`src/rtl/mult_div_unit_if.sv`:
```
// Operand, control and HI/LO result bundle between the datapath and mult_div_unit.
// The master drives operands and controls; the slave returns HI/LO, Busy and Done.
interface mult_div_unit_if #(
    parameter int WIDTH = 32
);
    logic [WIDTH-1:0] SrcA;
    logic [WIDTH-1:0] SrcB;
    logic             Start;
    logic [1:0]       Op;
    logic             HiWE;
    logic             LoWE;
    logic [WIDTH-1:0] HiLoWD;
    logic [WIDTH-1:0] Hi;
    logic [WIDTH-1:0] Lo;
    logic             Busy;
    logic             Done;

    modport master (
        output SrcA, SrcB, Start, Op, HiWE, LoWE, HiLoWD,
        input  Hi, Lo, Busy, Done
    );

    modport slave (
        input  SrcA, SrcB, Start, Op, HiWE, LoWE, HiLoWD,
        output Hi, Lo, Busy, Done
    );
endinterface

```
`src/rtl/mult_div_unit.sv`:
```
// Iterative shift-add multiplier / restoring divider with HI/LO registers.
// Define MDU_SIGNED_EN to make Op[1] select signed MULT/DIV; otherwise Op[1] is ignored.
module mult_div_unit #(
    parameter int WIDTH = 32,
    parameter int CNT_W = 6
) (
    input logic             CLK,
    input logic             reset,
    mult_div_unit_if.slave  mdu
);
    typedef enum logic [1:0] {IDLE, MUL, DIV, FIN} state_t;

    localparam logic [CNT_W-1:0] LAST = CNT_W'(WIDTH - 1);

    state_t               state_reg, state_next;
    logic [CNT_W-1:0]     cnt_reg;
    logic [2*WIDTH-1:0]   acc_reg;
    logic [WIDTH-1:0]     opnd_reg;
    logic [WIDTH-1:0]     a_raw_reg;
    logic                 div_reg;
    logic                 b_zero_reg;
    logic [WIDTH-1:0]     hi_reg, lo_reg;
    logic                 done_reg;

    logic [WIDTH-1:0]     a_mag, b_mag;
    logic [WIDTH:0]       mul_sum;
    logic [2*WIDTH-1:0]   mul_step;
    logic [WIDTH:0]       div_diff;
    logic [2*WIDTH-1:0]   div_step;
    logic [WIDTH-1:0]     fin_hi, fin_lo;

`ifdef MDU_SIGNED_EN
    logic a_neg, b_neg;
    logic neg_q_reg, neg_r_reg;

    assign a_neg = mdu.Op[1] & mdu.SrcA[WIDTH-1];
    assign b_neg = mdu.Op[1] & mdu.SrcB[WIDTH-1];
    assign a_mag = a_neg ? -mdu.SrcA : mdu.SrcA;
    assign b_mag = b_neg ? -mdu.SrcB : mdu.SrcB;
`else
    logic unused_op1;

    assign unused_op1 = mdu.Op[1];
    assign a_mag      = mdu.SrcA;
    assign b_mag      = mdu.SrcB;
`endif

    // Multiply: acc = {partial sum, remaining multiplier bits}, shifted right each step.
    assign mul_sum  = {1'b0, acc_reg[2*WIDTH-1:WIDTH]} + (acc_reg[0] ? {1'b0, opnd_reg} : '0);
    assign mul_step = {mul_sum, acc_reg[WIDTH-1:1]};

    // Divide: acc = {partial remainder, dividend bits}; quotient bits enter at the bottom.
    assign div_diff = acc_reg[2*WIDTH-1:WIDTH-1] - {1'b0, opnd_reg};
    assign div_step = div_diff[WIDTH] ? {acc_reg[2*WIDTH-2:0], 1'b0}
                                      : {div_diff[WIDTH-1:0], acc_reg[WIDTH-2:0], 1'b1};

    always_comb begin
        state_next = state_reg;
        case (state_reg)
            IDLE:    if (mdu.Start) state_next = mdu.Op[0] ? DIV : MUL;
            MUL:     if (cnt_reg == LAST) state_next = FIN;
            DIV:     if (cnt_reg == LAST) state_next = FIN;
            FIN:     state_next = IDLE;
            default: state_next = IDLE;
        endcase
    end

    always_comb begin
        fin_hi = acc_reg[2*WIDTH-1:WIDTH];
        fin_lo = acc_reg[WIDTH-1:0];
`ifdef MDU_SIGNED_EN
        if (!div_reg && neg_q_reg) begin
            {fin_hi, fin_lo} = -acc_reg;
        end
        if (div_reg && neg_q_reg) fin_lo = -acc_reg[WIDTH-1:0];
        if (div_reg && neg_r_reg) fin_hi = -acc_reg[2*WIDTH-1:WIDTH];
`endif
        // Divide by zero reports the original dividend, never a sign-adjusted one.
        if (div_reg && b_zero_reg) begin
            fin_lo = '1;
            fin_hi = a_raw_reg;
        end
    end

    always_ff @(posedge CLK) begin
        if (reset) begin
            state_reg  <= IDLE;
            cnt_reg    <= '0;
            acc_reg    <= '0;
            opnd_reg   <= '0;
            a_raw_reg  <= '0;
            div_reg    <= 1'b0;
            b_zero_reg <= 1'b0;
            hi_reg     <= '0;
            lo_reg     <= '0;
            done_reg   <= 1'b0;
`ifdef MDU_SIGNED_EN
            neg_q_reg  <= 1'b0;
            neg_r_reg  <= 1'b0;
`endif
        end else begin
            state_reg <= state_next;
            done_reg  <= 1'b0;
            case (state_reg)
                IDLE: begin
                    if (mdu.Start) begin
                        cnt_reg    <= '0;
                        div_reg    <= mdu.Op[0];
                        a_raw_reg  <= mdu.SrcA;
                        b_zero_reg <= (mdu.SrcB == '0);
                        opnd_reg   <= mdu.Op[0] ? b_mag : a_mag;
                        acc_reg    <= {{WIDTH{1'b0}}, (mdu.Op[0] ? a_mag : b_mag)};
`ifdef MDU_SIGNED_EN
                        neg_q_reg  <= a_neg ^ b_neg;
                        neg_r_reg  <= a_neg;
`endif
                    end else begin
                        if (mdu.HiWE) hi_reg <= mdu.HiLoWD;
                        if (mdu.LoWE) lo_reg <= mdu.HiLoWD;
                    end
                end
                MUL: begin
                    acc_reg <= mul_step;
                    cnt_reg <= cnt_reg + 1'b1;
                end
                DIV: begin
                    acc_reg <= div_step;
                    cnt_reg <= cnt_reg + 1'b1;
                end
                FIN: begin
                    hi_reg   <= fin_hi;
                    lo_reg   <= fin_lo;
                    done_reg <= 1'b1;
                end
                default: ;
            endcase
        end
    end

    assign mdu.Hi   = hi_reg;
    assign mdu.Lo   = lo_reg;
    assign mdu.Busy = (state_reg != IDLE);
    assign mdu.Done = done_reg;
endmodule

```
`src/flat_wrapper.sv`:
```
// flat-port wrapper written by rule: the top's interface ports become plain ports
module mult_div_unit_flat 
#(
    parameter int WIDTH = 32,
    parameter int CNT_W = 6
)
  (CLK, reset, mdu_SrcA, mdu_SrcB, mdu_Start, mdu_Op, mdu_HiWE, mdu_LoWE, mdu_HiLoWD, mdu_Hi, mdu_Lo, mdu_Busy, mdu_Done);
  mult_div_unit_if #(.WIDTH(WIDTH)) mdu_i ();
  input logic CLK;
  input logic reset;
  input wire logic [$bits(mdu_i.SrcA)-1:0] mdu_SrcA;
  input wire logic [$bits(mdu_i.SrcB)-1:0] mdu_SrcB;
  input wire logic [$bits(mdu_i.Start)-1:0] mdu_Start;
  input wire logic [$bits(mdu_i.Op)-1:0] mdu_Op;
  input wire logic [$bits(mdu_i.HiWE)-1:0] mdu_HiWE;
  input wire logic [$bits(mdu_i.LoWE)-1:0] mdu_LoWE;
  input wire logic [$bits(mdu_i.HiLoWD)-1:0] mdu_HiLoWD;
  output wire logic [$bits(mdu_i.Hi)-1:0] mdu_Hi;
  output wire logic [$bits(mdu_i.Lo)-1:0] mdu_Lo;
  output wire logic [$bits(mdu_i.Busy)-1:0] mdu_Busy;
  output wire logic [$bits(mdu_i.Done)-1:0] mdu_Done;
  assign mdu_i.SrcA = mdu_SrcA;
  assign mdu_i.SrcB = mdu_SrcB;
  assign mdu_i.Start = mdu_Start;
  assign mdu_i.Op = mdu_Op;
  assign mdu_i.HiWE = mdu_HiWE;
  assign mdu_i.LoWE = mdu_LoWE;
  assign mdu_i.HiLoWD = mdu_HiLoWD;
  assign mdu_Hi = mdu_i.Hi;
  assign mdu_Lo = mdu_i.Lo;
  assign mdu_Busy = mdu_i.Busy;
  assign mdu_Done = mdu_i.Done;
  mult_div_unit #(.WIDTH(WIDTH), .CNT_W(CNT_W)) u_core (.CLK(CLK), .reset(reset), .mdu(mdu_i));
endmodule
```
`config.mk`:
```
export PLATFORM = sky130hd
export DESIGN_NAME = mult_div_unit_flat
export DESIGN_NICKNAME = d
export VERILOG_FILES = /design/src/rtl/mult_div_unit_if.sv /design/src/rtl/mult_div_unit.sv /design/src/flat_wrapper.sv
export SDC_FILE = /design/constraint.sdc
export NUM_CORES = 1
export LEC_CHECK = 0
export ABC_CLOCK_PERIOD_IN_PS = 3370
export BUFFER_PORTS_ARGS = -buffer_cell sky130_fd_sc_hd__buf_2
export CORE_MARGIN = 2
export CORE_UTILIZATION = 40
export DETAILED_ROUTE_END_ITERATION = 8
export PLACE_DENSITY = 0.62
export SYNTH_ARGS = -nofsm -noshare
export SYNTH_HDL_FRONTEND = slang
export SYNTH_SLANG_ARGS = --single-unit
```
`constraint.sdc`:
```
create_clock -name CLK -period 3.37 [get_ports CLK]
set_input_delay 0 -clock CLK [delete_from_list [all_inputs] [get_ports CLK]]
set_output_delay 0 -clock CLK [all_outputs]
set_load 0.03 [all_outputs]
```
==> Yosys cells after proc, flatten, opt, wreduce, memory -nomap -nowiden <==
Index checks and enable logic that the tools add are counted.
{ "classes": {"mux": 21, "n_addsub": 3, "reduce_logical": 14, "n_eq_ne": 9} }
{ "ops": {"columns": ["op", "n"], "rows": [
  ["2-to-1 mux 32 bit", 9],
  ["one-hot mux 64 bit (3 select lines)", 1],
  ["2-to-1 mux 64 bit", 2],
  ["one-hot mux 32 bit (2 select lines)", 2],
  ["adder 32 x 33 -> 33 bit", 1],
  ["subtractor 33 x 32 -> 33 bit", 1],
  ["logical NOT 32 bit", 1],
  ["one-hot mux 6 bit (2 select lines)", 1],
  ["!= test 2 bit, second input constant", 4],
  ["AND reduction 2 bit", 4],
  ["adder 6 x 1 -> 6 bit, second input constant", 1],
  ["equality test 6 x 5 -> 1 bit, second input constant", 1],
  ["2-to-1 mux 2 bit", 3],
  ["2-to-1 mux 6 bit", 1],
  ["one-hot mux 2 bit (3 select lines)", 1],
  ["AND reduction 3 bit", 2],
  ["nonzero test 2 bit", 3],
  ["equality test 2 bit, second input constant", 2],
  ["nonzero test 3 bit", 1],
  ["equality test 2 x 1 -> 1 bit, second input constant", 1],
  ["logical NOT 2 bit", 1],
  ["!= test 2 x 1 -> 1 bit, second input constant", 1],
  ["OR reduction 2 bit", 1],
  ["logical AND 1 bit", 1],
  ["2-to-1 mux 1 bit", 1]
]} }
{ "word_totals": {"regBits": 203, "elab_cells": 57, "inputBits": 103} }

==> Logic depth before layout (Yosys ltp) <==
{ "depth": {"ltp_word": 4, "depth_mapped": 16} }

==> Worst setup path before layout <==
No wires, ideal clock.
{ "synth_timing": {"path_type": "reg-to-reg", "start": "reg u_core.acc_reg[0]", "end": "reg u_core.acc_reg[62]", "slack_ns": 0.302, "arrival_ns": 3.010, "stages_incl_launch_ff": 14, "period_less_slack_ns": 3.068, "cell_sequence": "dfxtp_1 > clkbuf_1 > nand2_1 > inv_1 > ha_1 > a21oi_1 > o22ai_1 > a211oi_1 > o21ai_2 > a2111oi_4 > nor3_1 > or4_1 > a21oi_1 > a211o_1"} }
{ "synth_between": {"elab_chain_cells": 3} }
{ "synth_lines": {"columns": ["item", "line_no", "text"], "rows": [
  ["from (decl)", "mult_div_unit.sv:17", "logic [2*WIDTH-1:0] acc_reg;"],
  ["from (signal assigned)", "mult_div_unit.sv:112", "acc_reg <= {{WIDTH{1'b0}}, (mdu.Op[0] ? a_mag : b_mag)};"],
  ["from (signal assigned)", "mult_div_unit.sv:123", "acc_reg <= mul_step;"],
  ["from (signal assigned)", "mult_div_unit.sv:127", "acc_reg <= div_step;"],
  ["2-to-1 mux 32 bit", "mult_div_unit.sv:49", "assign mul_sum = {1'b0, acc_reg[2*WIDTH-1:WIDTH]} + (acc_reg[0] ? {1'b0, opnd_reg} : '0);"],
  ["adder 32 x 33 -> 33 bit", "mult_div_unit.sv:49", null],
  ["one-hot mux 64 bit (3 select lines)", "mult_div_unit.sv:104", "case (state_reg)"]
]} }
No other way between the ends.
A chain may end at the register's enable or synchronous reset.

==> Worst setup path after layout <==
{ "layout_timing": {"start": "reg u_core.acc_reg[32]", "end": "reg u_core.acc_reg[61]"} }
{ "layout_between": {"elab_chain_cells": 3, "word_cells_on_any_way": 4} }
{ "layout_lines": {"columns": ["item", "line_no", "text"], "rows": [
  ["subtractor 33 x 32 -> 33 bit", "mult_div_unit.sv:53", "assign div_diff = acc_reg[2*WIDTH-1:WIDTH-1] - {1'b0, opnd_reg};"],
  ["2-to-1 mux 64 bit", "mult_div_unit.sv:54", "assign div_step = div_diff[WIDTH] ? {acc_reg[2*WIDTH-2:0], 1'b0}"],
  ["one-hot mux 64 bit (3 select lines) *", "mult_div_unit.sv:104", null]
]} }
Mark *: on every way between the ends. The rest lies on a longest branch, timed or not.

==> qor.yml <==
setup_viol: 0
initialDrtViolationCount: 1340
cap_violations: 0
required_ns: 3.78
path_max_fanout: 6
globalplace.congestion: 0.933
yosysUniqueCellTypes: 76
layout.nets: 2225
hold_class: "input port to register"
worst_slew_pin_slew_ns: 1.07
slew_viol_final: 0
die_y_um: 189
hold_path_depth: 4
drc: 0
numPortBuffers: 167
skew_ns: 0.0208
hold_slack_ns: 0.0408
syn-cell-area_um2: 13700
critical_path_class: "register to register"
power_density_nw_per_um2: 658
gr-total-overflow: 0
initial_core_util: 0.406
placementRows: 67
antenna_found_initial: 1
clkTransAtPathRegs_ns: 0.06
cellLeakagePower_uw: 0.00719
grt_max_degree: 98
synth_ff_type: "dfxtp_1"
status: "finished clean"
fp.dieW_um: 189
r2r-start: "u_core.acc_reg[32]"
coreArea_um2: 33600
synth-seq-cells: 203
synthToLayoutAreaGrowth_pct: 27.5
synth_nets: 1947
wl_per_cell_um: 20.2
fin_crit_sh: 0.955
via_count: 14800
dp.cells: 2357
yosysSeqAreaShare: 0.298
finalNonFillerCells: 2518
min_to: "u_core.state_reg[0]"
root_buffer: "clkbuf_16"
cp.arrival_ns: 3.63
worstRegToRegCells: 13
reg2reg_slack_ns: 0.15
numCtsBuffers: 23
wl_um: 50800
clk_path_buf_depth: 3
yosys_warnings: 0
cts_sinks: 203
dp_hpwl_um: 35500
largest_reg_flops: 64
io_pins: 169
cts_tree: "built"
vias_per_cell: 5.89
dr.pass1.iters: 6
fill_cells: 3194
holdCritStartpoint: "mdu_Start"
cp-start-kind: "register"
final_hold_viol_count: 0
p_total_uw: 11500
syn_area_per_cell_um2: 7.70
vdd_drop_max_v: 0.000766
max_freq_ghz: 0.311
worstReg2RegEnd: "u_core.acc_reg[61]"
grt_pass1_vias: 14100
async_reset_ff_frac: 0
synth_edf_count: 0
ant_nets: 0
dieArea_um2: 35600
htree_num_levels: 1
insertion_delay_ns: 0.54
syn_inst: 1773
post-route-min-period_ns: 3.22
final_cell_mix: "238 x nand2_1, 208 x a21oi_1, 200 x dfxtp_1"
final_common_cell: "nand2_1"
cp-end-kind: "register"
grt_usage: 0.277
drive_gt1_frac: 0.184
grt_pass1_wl_um: 79600
relSlewSlack: 0.289
-- power by group --
part	internal, µW	total [µW]	switching (µW)	leakage, µW
combinational	1900	5440	3550	0.00513
clock	1590	2680	1090	0.000397
sequential	2880	3330	451	0.00166
total	6370	11500	5080	0.00719
-- repair_timing --
item                                   CTS  global route
cloned                                   0             1
endpoints found under the hold margin  142             0
buffers inserted                         1             7
pin swaps                                3             8
gates resized for setup                  3            16
hold buffers                           108             0
setup endpoints to repair               13            24
-- worst max path at each step --
| stage | startpoint | end | slack (ns) | cells past startpoint |
|---|---|---|---|---|
| floorplan | u_core.acc_reg[0] | u_core.acc_reg[62] | 0.30 | 13 |
| global placement | u_core.acc_reg[31] | u_core.acc_reg[62] | 0.05 | 14 |
| detailed placement | u_core.opnd_reg[0] | u_core.acc_reg[41] | 0.004 | 13 |
| CTS | u_core.opnd_reg[0] | u_core.acc_reg[41] | 0.006 | 13 |
| global route | u_core.acc_reg[32] | u_core.acc_reg[61] | -0.06 | 13 |
| finish | u_core.acc_reg[32] | u_core.acc_reg[61] | 0.15 | 13 |
-- area by class of cell --
| class | instances | area [µm²] | share of cell area |
|---|---|---|---|
| antenna | 2 | 5.00 | 0.000287 |
| inverter | 60 | 225 | 0.0129 |
| multi-input combinational | 1379 | 8940 | 0.514 |
| timing repair buffer | 384 | 2820 | 0.162 |
| tap | 448 | 561 | 0.0322 |
| sequential | 203 | 4070 | 0.234 |
| clock inverter | 11 | 134 | 0.00769 |
| clock buffer | 31 | 656 | 0.0376 |
-- stage by stage --
step           instance area (µm²)   util  setup slack (ns)  setup TNS [ns]
2_1_floorplan                13700      -             0.302               0
3_3_place_gp                 15400  0.458            0.0548               0
3_5_place_dp                 15400  0.458           0.00409               0
4_1_cts                      17300  0.514           0.00645               0
5_1_grt                      17400  0.518           -0.0564         -0.0784
6_report                     17400  0.518             0.150               0
-- worst max-delay path, stage by stage (launching register included) --
cell	delay [ns]
dfxtp_1	0.47
ha_1	0.24
inv_1	0.06
fa_1	0.43
nor2b_1	0.21
o31ai_2	0.10
a211oi_1	0.29
buf_4	0.18
a2111oi_4	0.04
a21oi_4	0.26
a21oi_1	0.10
a21oi_1	0.25
xor2_1	0.10
a221o_1	0.35
-- per-layer routing --
metal | vias up | GRT usage | share of wire
met5 | - | 0 | 0
met4 | 0 | 0.0751 | 0.025
met3 | 94 | 0.0462 | 0.084
met2 | 668 | 0.430 | 0.44
met1 | 7030 | 0.395 | 0.46
li1 | 7039 | - | -
-- synthesized netlist by cell type, drive strengths merged (40+ instances only) --
cell type / count / area, µm²
o21ai: 42 / 221
clkbuf: 111 / 417
a21oi: 217 / 1110
nand2: 238 / 893
ha: 69 / 863
nor2b: 43 / 269
nor2: 179 / 672
a22oi: 40 / 300
dfxtp: 203 / 4060
and2: 46 / 288
inv: 60 / 225
a211oi: 110 / 841
-- kinds of logic after synthesis --
logic type	synth area share
fa+ha+maj	0.0661
mux	0.0464
buf+inv	0.0564
flops	0.298
simple gates	0.201
xor+xnor	0.0327
compound gates	0.300
No activity file was read; power rests on OpenSTA's default activity.
